===== src/rtl/high_score_ram_ctrl.sv =====
// High-score RAM controller: shadows every user's record after reset, updates a user's record
// at game end when beaten, and clears the whole table on request.
module high_score_ram_ctrl #(
  parameter int unsigned NUM_USERS  = 6,
  parameter int unsigned SCORE_W    = 8,
  parameter int unsigned RAM_RD_LAT = 2
) (
  input  logic               clk,
  input  logic               rst,
  input  logic               access_granted,
  input  logic [2:0]         userID,
  input  logic               game_over,
  input  logic [SCORE_W-1:0] currentGameScore,
  input  logic               clear_req,
  input  logic [SCORE_W-1:0] ram_q,
  output logic [2:0]         ram_addr,
  output logic               ram_wren,
  output logic [SCORE_W-1:0] ram_data,
  output logic [SCORE_W-1:0] scoreUserAddr0,
  output logic [SCORE_W-1:0] scoreUserAddr1,
  output logic [SCORE_W-1:0] scoreUserAddr2,
  output logic [SCORE_W-1:0] scoreUserAddr3,
  output logic [SCORE_W-1:0] scoreUserAddr4,
  output logic [SCORE_W-1:0] scoreUserAddr5,
  output logic               busy,
  output logic               new_high_score
);

  localparam logic [2:0] ST_INIT  = 3'd0;
  localparam logic [2:0] ST_IDLE  = 3'd1;
  localparam logic [2:0] ST_CMP   = 3'd2;
  localparam logic [2:0] ST_WRITE = 3'd3;
  localparam logic [2:0] ST_CLEAR = 3'd4;

  localparam int unsigned CNT_W = (RAM_RD_LAT > 0) ? $clog2(RAM_RD_LAT + 1) : 1;
  localparam logic [CNT_W-1:0] CNT_MAX = CNT_W'(RAM_RD_LAT);
  localparam logic [2:0] LAST = 3'(NUM_USERS - 1);

  logic [2:0]         r_state;
  logic [2:0]         r_addr;
  logic [CNT_W-1:0]   r_cnt;
  logic [SCORE_W-1:0] r_shadow [NUM_USERS];
  logic [2:0]         r_user;
  logic [SCORE_W-1:0] r_score;
  logic               r_pend;
  logic [2:0]         r_pend_user;
  logic [SCORE_W-1:0] r_pend_score;

  logic               w_go_req;
  logic               w_last;
  logic [SCORE_W-1:0] w_cur;
  logic               w_hit;
  logic               w_done;

  assign w_go_req = game_over & access_granted;
  assign w_last   = (r_addr == LAST);

  always_comb begin
    w_cur = '0;
    for (int unsigned i = 0; i < NUM_USERS; i++) begin
      if (r_user == 3'(i)) w_cur = r_shadow[i];
    end
  end

  // Out-of-range users never match and so never write.
  assign w_hit = (r_user <= LAST) && (r_score > w_cur);

  // Set on the last cycle of any busy operation that would otherwise return to IDLE.
  always_comb begin
    w_done = 1'b0;
    case (r_state)
      ST_INIT:  w_done = (r_cnt == CNT_MAX) && w_last;
      ST_CMP:   w_done = !w_hit;
      ST_WRITE: w_done = 1'b1;
      ST_CLEAR: w_done = w_last;
      default:  w_done = 1'b0;
    endcase
  end

  always_ff @(posedge clk or negedge rst) begin
    if (!rst) begin
      r_state      <= ST_INIT;
      r_addr       <= '0;
      r_cnt        <= '0;
      r_user       <= '0;
      r_score      <= '0;
      r_pend       <= 1'b0;
      r_pend_user  <= '0;
      r_pend_score <= '0;
      for (int unsigned i = 0; i < NUM_USERS; i++) r_shadow[i] <= '0;
    end else begin
      if ((r_state != ST_IDLE) && w_go_req) begin
        r_pend       <= 1'b1;
        r_pend_user  <= userID;
        r_pend_score <= currentGameScore;
      end
      case (r_state)
        ST_INIT: begin
          if (r_cnt != CNT_MAX) begin
            r_cnt <= r_cnt + 1'b1;
          end else begin
            r_cnt <= '0;
            for (int unsigned i = 0; i < NUM_USERS; i++) begin
              if (r_addr == 3'(i)) r_shadow[i] <= ram_q;
            end
            r_addr <= w_last ? 3'd0 : r_addr + 3'd1;
          end
        end
        ST_IDLE: begin
          if (clear_req) begin
            r_state <= ST_CLEAR;
            r_addr  <= '0;
          end else if (w_go_req) begin
            r_state <= ST_CMP;
            r_user  <= userID;
            r_score <= currentGameScore;
          end
        end
        ST_CMP: begin
          if (w_hit) r_state <= ST_WRITE;
        end
        ST_WRITE: begin
          for (int unsigned i = 0; i < NUM_USERS; i++) begin
            if (r_user == 3'(i)) r_shadow[i] <= r_score;
          end
        end
        ST_CLEAR: begin
          for (int unsigned i = 0; i < NUM_USERS; i++) begin
            if (r_addr == 3'(i)) r_shadow[i] <= '0;
          end
          r_addr <= w_last ? 3'd0 : r_addr + 3'd1;
        end
        default: r_state <= ST_INIT;
      endcase
      // Pending work skips IDLE entirely so busy stays high; a request this cycle is newest.
      if (w_done) begin
        if (r_pend || w_go_req) begin
          r_state <= ST_CMP;
          r_pend  <= 1'b0;
          r_user  <= w_go_req ? userID : r_pend_user;
          r_score <= w_go_req ? currentGameScore : r_pend_score;
        end else begin
          r_state <= ST_IDLE;
        end
      end
    end
  end

  assign ram_wren       = (r_state == ST_WRITE) || (r_state == ST_CLEAR);
  assign ram_addr       = (r_state == ST_WRITE) ? r_user : r_addr;
  assign ram_data       = (r_state == ST_WRITE) ? r_score : '0;
  assign busy           = (r_state != ST_IDLE);
  assign new_high_score = (r_state == ST_WRITE);

  assign scoreUserAddr0 = r_shadow[0];
  assign scoreUserAddr1 = r_shadow[1];
  assign scoreUserAddr2 = r_shadow[2];
  assign scoreUserAddr3 = r_shadow[3];
  assign scoreUserAddr4 = r_shadow[4];
  assign scoreUserAddr5 = r_shadow[5];

endmodule


===== config.mk =====
export PLATFORM = sky130hd
export DESIGN_NAME = high_score_ram_ctrl
export DESIGN_NICKNAME = d
export VERILOG_FILES = /design/src/rtl/high_score_ram_ctrl.sv
export SDC_FILE = /design/constraint.sdc
export NUM_CORES = 1
export LEC_CHECK = 0
export BUFFER_PORTS_ARGS = -buffer_cell sky130_fd_sc_hd__buf_4
export CAP_MARGIN = 5
export CORE_ASPECT_RATIO = 0.6
export CORE_UTILIZATION = 55
export CTS_BUF_LIST = sky130_fd_sc_hd__clkbuf_16
export CTS_CLUSTER_SIZE = 24
export DETAILED_ROUTE_END_ITERATION = 16
export PLACE_DENSITY = 0.83
export SLEW_MARGIN = 25
export SYNTH_ARGS = -nofsm -noshare
export SYNTH_HDL_FRONTEND = slang
export SYNTH_SLANG_ARGS = --single-unit

===== constraint.sdc =====
create_clock -name clk -period 7.47 [get_ports clk]
set_clock_uncertainty 0.05 [all_clocks]
set_input_delay 0 -clock clk [delete_from_list [all_inputs] [get_ports clk]]
set_output_delay 0 -clock clk [all_outputs]
set_load 0.005 [all_outputs]

Word-level counts from Yosys, hierarchy flattened
Index checks and enable logic that the tools add are counted.
{"block": "op_classes", "mux": 55, "reduce_logical": 20, "order_cmp": 2, "add_sub_neg": 2, "bitwise": 1, "n_eq_ne": 40}
{"operator": "2-to-1 mux 8 bit", "n": 31}
{"operator": "case mux 48 bit (3 select lines)", "n": 1}
{"operator": "2-to-1 mux 48 bit", "n": 1}
{"operator": "2-to-1 mux 3 bit", "n": 14}
{"operator": "!= test 2 bit (second input constant)", "n": 15}
{"operator": "AND reduction 5 bit", "n": 6}
{"operator": "== test 3 x 2 -> 1 bit (second input constant)", "n": 6}
{"operator": "case mux 3 bit (3 select lines)", "n": 2}
{"operator": "== test 3 bit (second input constant)", "n": 5}
{"operator": "!= test 2 x 1 -> 1 bit (second input constant)", "n": 7}
{"operator": "== test 3 x 1 -> 1 bit (second input constant)", "n": 3}
{"operator": "zero test 3 bit", "n": 3}
{"operator": "> comparator 8 bit", "n": 1}
{"operator": "AND reduction 3 bit", "n": 2}
{"operator": "nonzero test 3 bit", "n": 2}
{"operator": "2-to-1 mux 2 bit", "n": 2}
{"operator": "!= test 4 bit (second input constant)", "n": 1}
{"operator": "case mux 1 bit (4 select lines)", "n": 1}
{"operator": "adder 3 x 1 -> 3 bit (second input constant)", "n": 1}
{"operator": "less-or-equal comparator 3 bit (second input constant)", "n": 1}
{"operator": "logical AND 1 bit", "n": 3}
{"operator": "2-to-1 mux 1 bit", "n": 3}
{"operator": "!= test 3 x 1 -> 1 bit (second input constant)", "n": 1}
{"operator": "!= test 3 bit (second input constant)", "n": 1}
{"operator": "6 further kinds", "n": 7}
{"block": "word_totals", "output_inout_bits": 62, "wordCells": 134, "ff_bits": 79, "inputBits": 24}

Longest topological paths before layout
{"block": "depth", "word_depth": 13, "ltp_mapped": 14}

Worst setup path before layout
OpenSTA, ideal clock, no wires.
{"block": "synth_timing", "path_kind": "reg-to-reg", "start": "reg r_user[0]", "end": "reg r_score[3]", "slack_ns": 4.091, "stages_incl_launch_ff": 14, "arrival_ns": 3.193, "setup_ns": 0.136, "required_ns": 7.284, "cell_sequence": "dfrtp_1 -> buf_2 -> buf_1 -> buf_2 -> mux2_2 -> a22oi_1 -> ha_1 -> nor2b_1 -> o211ai_1 -> a21oi_1 -> o31ai_1 -> buf_2 -> nor3b_1 -> nor4_2"}
{"block": "synth_between", "elab_chain_len": 12}
{"item": "start, declared", "line": "43", "text": "logic [2:0] r_user;"}
{"item": "start signal, assigned", "line": "115", "text": "r_user <= userID;"}
{"item": "start signal, assigned", "line": "140", "text": "r_user <= w_go_req ? userID : r_pend_user;"}
{"item": "zero test 3 bit", "line": "61", "text": "if (r_user == 3'(i)) w_cur = r_shadow[i];"}
{"item": "2-to-1 mux 8 bit (6 in a row)", "line": "61"}
{"item": "> comparator 8 bit", "line": "66", "text": "assign w_hit = (r_user <= LAST) && (r_score > w_cur);"}
{"item": "logical AND 1 bit *", "line": "66"}
{"item": "zero test 1 bit *", "line": "73", "text": "ST_CMP: w_done = !w_hit;"}
{"item": "case mux 1 bit (4 select lines) *", "line": "71", "text": "case (r_state)"}
{"item": "2-to-1 mux 8 bit *", "line": "136", "text": "if (w_done) begin"}
{"item": "end signal, assigned", "line": "116", "text": "r_score <= currentGameScore;"}
{"item": "end signal, assigned", "line": "141", "text": "r_score <= w_go_req ? currentGameScore : r_pend_score;"}
{"item": "end, declared", "line": "44", "text": "logic [SCORE_W-1:0] r_score;"}
Every way passes the cells marked *; elsewhere a longest branch is shown, timed or not.
A chain may end at the register's enable or synchronous reset.

Worst setup path after layout
{"block": "layout_timing", "start": "reg r_user[1]", "end": "reg r_user[0]"}
{"block": "layout_between", "elab_chain_len": 12}
{"item": "zero test 3 bit", "line": "61"}
{"item": "2-to-1 mux 8 bit (6 in a row)", "line": "61"}
{"item": "> comparator 8 bit", "line": "66"}
{"item": "logical AND 1 bit *", "line": "66"}
{"item": "zero test 1 bit *", "line": "73"}
{"item": "case mux 1 bit (4 select lines) *", "line": "71"}
{"item": "2-to-1 mux 3 bit *", "line": "136"}
Marked as above.

==> qor.log <==
qor: logic_synthesis.netlist_top_cells_area sky130_fd_sc_hd__dfrtp_1 47%, sky130_fd_sc_hd__a21oi_1 5.8%, sky130_fd_sc_hd__mux2_2 5.1%
qor: final_layout.finish.net_count 540
qor: global_route.groute.layer.met3.usage 0.0979
qor: logic_synthesis.synthTopCellsByCount 79 x sky130_fd_sc_hd__dfrtp_1, 52 x sky130_fd_sc_hd__nor2_1, 48 x sky130_fd_sc_hd__a21oi_1, 29 x sky130_fd_sc_hd__nand2_1, 29 x sky130_fd_sc_hd__o21ai_0
qor: critical_path.r2r_setup_slack 3.80 ns
qor: timing.worst_pin_slew 0.935 ns
qor: placement.placed_cells_incl_taps 586
qor: critical_path.worst-setup-path-type flop to flop
qor: placement.gp_congestion 0.892
qor: critical_path.crit_fanout 20
qor: timing.fmaxAchievable 272 MHz
qor: timing.final_count_of_hold_timing_violations 0
qor: critical_path.ff_to_ff_end r_user[0]
qor: die.floorplan.io_pins 86
qor: global_route.grt_first_pass_wirelength 18900 um
qor: global_route.antenna_violations_before_repair 0
qor: routing.via_per_inst 6.25
qor: power_and_ir_drop.power.density_cell_area 486 nW/um2
qor: routing.drt.antenna.violating_nets 0
qor: clocking.postCtsSetupRepairBufs 0
qor: global_route.grt_overflow 0
qor: clocking.cts-root-to-sink-buffers 2
qor: logic_synthesis.yosysWarnings 0
qor: final_layout.post_layout_nonfiller_instances 616
qor: logic_synthesis.syn_area_per_cell 9.89 um2
qor: status.outcome completed
qor: logic_synthesis.number_of_enable_type_register_cells_in_the_synthesized_netlist 0
qor: clocking.clock_sinks 79
qor: clocking.cts-buffers-inserted 9
qor: timing.report.final.setup_viol 0
qor: placement.port-buffer-count 85
qor: min_path.timing.hold.worst_path_depth 3
qor: logic_synthesis.post_synth_instance_area 4170 um2
qor: timing.rsz0062_at_grt false
qor: power_and_ir_drop.total_leakage_power 2.29 nW
qor: global_route.track_usage 0.316
qor: logic_synthesis.most_frequent_cell_after_synthesis sky130_fd_sc_hd__dfrtp_1
qor: final_layout.area_growth 25.4%
qor: routing.drc 0
qor: placement.dp.final_hpwl 8190 um
qor: routing.route.detailed.wl_per_inst 19.3 um
qor: clocking.clk_transition_reported_paths 0.06 ns
qor: critical_path.required 7.63 ns
qor: clocking.clk_root_buffer_cell sky130_fd_sc_hd__clkbuf_16
qor: global_route.largest_net_degree_at_the_start_of_global_routing 80
qor: logic_synthesis.netlist.top_cell.by_area sky130_fd_sc_hd__dfrtp_1
qor: timing.final.period_utilization 0.492
qor: critical_path.critPathLaunchType flop
qor: critical_path.critical_path_arrival 3.83 ns
qor: critical_path.endpoint_kind flop
qor: logic_synthesis.yosysUniqueCellTypes 50
qor: global_route.grt_util_met1 0.464
qor: placement.placed_cell_area 4830 um2
qor: final_layout.n_antenna_cell 0
qor: min_path.hold_start ram_q[7]
qor: power_and_ir_drop.max_ir_drop_vdd 252 uV
qor: die.die_area 7950 um2
qor: logic_synthesis.flip_flop_and_latch_count_after_synthesis 79
qor: clocking.tritoncts done
qor: timing.fin_ws 3.80 ns
qor: timing.fin_crit 3.67 ns
qor: logic_synthesis.async_s_r_ff_share_synth 1.00
qor: routing.detail_route.wirelength 11900 um
qor: die.core.rowCount 24
qor: routing.drt_iter0_drc 508
qor: final_layout.utilization 0.717
qor: min_path.worst_hold_path_type input port to flop
qor: min_path.hold_end scoreUserAddr0[7]
qor: power_and_ir_drop.report.power.total 2.54 mW
qor: logic_synthesis.yosysSeqAreaShare 0.474
qor: clocking.worstSkewPairLatency 0.34 ns
qor: global_route.grt_most_used_layer met1
qor: die.placeable_area 7300 um2
qor: final_layout.fin_area 5230 um2
qor: timing.slew-limit-headroom 0.372
qor: timing.slew_viol_final 0
qor: timing.totalNegativeSetupSlack 0 ns
qor: clocking.clock_h_tree_levels 3
qor: global_route.first_global_vias 3589
qor: routing.detail_route.first_pass.iterations 5
qor: logic_synthesis.postSynthCellCount 422
qor: die.die_height 69.5 um
qor: final_layout.drive_gt1_frac 0.285
qor: die.fp.dieW 114 um
qor: logic_synthesis.yosys.area.top_type_share 0.474
qor: routing.vias 3848
qor: placement.place_ws 3.78 ns
qor: global_route.use_met2 0.449
qor: logic_synthesis.primary_flip_flop_cell_chosen_by_synthesis_mapping sky130_fd_sc_hd__dfrtp_1
qor: timing.final.hold.worst_slack 0.0407 ns
qor: critical_path.r2r_startpoint r_user[1]
qor: critical_path.worst_r2r_path_depth 10
qor: logic_synthesis.mappedNetlistNets 455
qor: flow_run.cap_viol_max_count 0
qor: die.initial_core_utilization 0.572
qor: final_layout.layout.filler_cells 554
-- layout make-up --
| type | instances | area [um2] | area share |
|---|---|---|---|
| multi-input cells | 305 | 2030 | 0.387 |
| flip-flops and latches | 79 | 1980 | 0.378 |
| repair buffers | 103 | 807 | 0.154 |
| clock buffers | 9 | 225 | 0.0430 |
| well taps | 104 | 130 | 0.0249 |
| clock inverters | 7 | 33.8 | 0.00646 |
| inverters | 9 | 33.8 | 0.00646 |
-- cells in the final DEF, fill, tap and decap left out, types with 2 or more instances in the layout --
cell type / count
sky130_fd_sc_hd__buf_4: 88
sky130_fd_sc_hd__dfrtp_1: 79
sky130_fd_sc_hd__nor2_1: 52
sky130_fd_sc_hd__a21oi_1: 47
sky130_fd_sc_hd__nand2_1: 29
sky130_fd_sc_hd__o21ai_0: 28
sky130_fd_sc_hd__mux2_2: 19
sky130_fd_sc_hd__o22ai_1: 13
sky130_fd_sc_hd__dlygate4sd3_1: 13
sky130_fd_sc_hd__nor3b_1: 12
sky130_fd_sc_hd__nor4b_1: 11
sky130_fd_sc_hd__inv_1: 10
sky130_fd_sc_hd__and2_1: 10
sky130_fd_sc_hd__nor4_2: 10
sky130_fd_sc_hd__ha_1: 9
sky130_fd_sc_hd__clkbuf_16: 9
sky130_fd_sc_hd__a22oi_1: 6
sky130_fd_sc_hd__nand3_1: 6
sky130_fd_sc_hd__mux4_2: 5
sky130_fd_sc_hd__mux2i_1: 4
sky130_fd_sc_hd__nand2b_1: 4
sky130_fd_sc_hd__nor2b_1: 3
sky130_fd_sc_hd__a222oi_1: 3
sky130_fd_sc_hd__nand4_1: 3
sky130_fd_sc_hd__o21ai_1: 3
sky130_fd_sc_hd__nor3_1: 3
sky130_fd_sc_hd__clkinv_2: 3
sky130_fd_sc_hd__o211ai_1: 2
sky130_fd_sc_hd__o21bai_1: 2
sky130_fd_sc_hd__or3_1: 2
sky130_fd_sc_hd__a21oi_2: 2
-- where the power goes --
part	leakage (nW)	total, mW	switching (mW)	internal (mW)
Combinational	1.21	1.30	0.683	0.621
Clock	0.139	0.384	0.165	0.219
Sequential	0.940	0.854	0.220	0.634
-- worst max-delay path, cell delays in order (launching register included) --
cell	delay, ns
sky130_fd_sc_hd__dfrtp_1	0.62
sky130_fd_sc_hd__nor2b_1	0.78
sky130_fd_sc_hd__a22oi_1	0.22
sky130_fd_sc_hd__ha_1	0.36
sky130_fd_sc_hd__nand4_1	0.12
sky130_fd_sc_hd__o2bb2a_1	0.34
sky130_fd_sc_hd__o221a_2	0.31
sky130_fd_sc_hd__o31ai_1	0.07
sky130_fd_sc_hd__buf_4	0.25
sky130_fd_sc_hd__nor3b_1	0.34
sky130_fd_sc_hd__nor4_2	0.09
-- routing by layer --
layer,vias up,wire length [um]
met1,1872,5100
met4,0,165
li1,1708,-
met2,245,5210
met5,-,0
met3,23,1390
-- timing repair --
item,in CTS,in global routing
resized for setup,0,0
endpoints found under the hold margin,102,0
hold buffers,13,0
-- flip-flops by register name (all words and copies together), names as in the netlist --
register,flops
r_addr,3
r_cnt,2
r_pend,1
r_pend_score,8
r_pend_user,3
r_score,8
r_state,3
r_user,3
scoreUserAddr0,8
scoreUserAddr1,8
scoreUserAddr2,8
scoreUserAddr3,8
scoreUserAddr4,8
scoreUserAddr5,8
-- worst max-delay path by stage --
stage	to	slack [ns]	depth (start not counted)	from
2_1_floorplan	r_score[3]	4.09	13	r_user[0]
3_3_place_gp	r_user[0]	3.97	9	r_user[0]
3_5_place_dp	r_score[5]	3.78	9	r_user[1]
4_1_cts	r_score[5]	3.70	9	r_user[1]
5_1_grt	r_score[4]	3.67	9	r_user[1]
6_report	r_user[0]	3.80	10	r_user[1]
-- kinds of logic after synthesis --
family	share of synthesized area
AND/OR/NAND/NOR	0.205
buffers and inverters	0.0429
multiplexers	0.0878
adder cells (fa/ha/maj)	0.0270
AO/OA/AOI/OAI	0.164
flip-flops	0.474
Note: power is estimated with default switching activity, not from simulation.
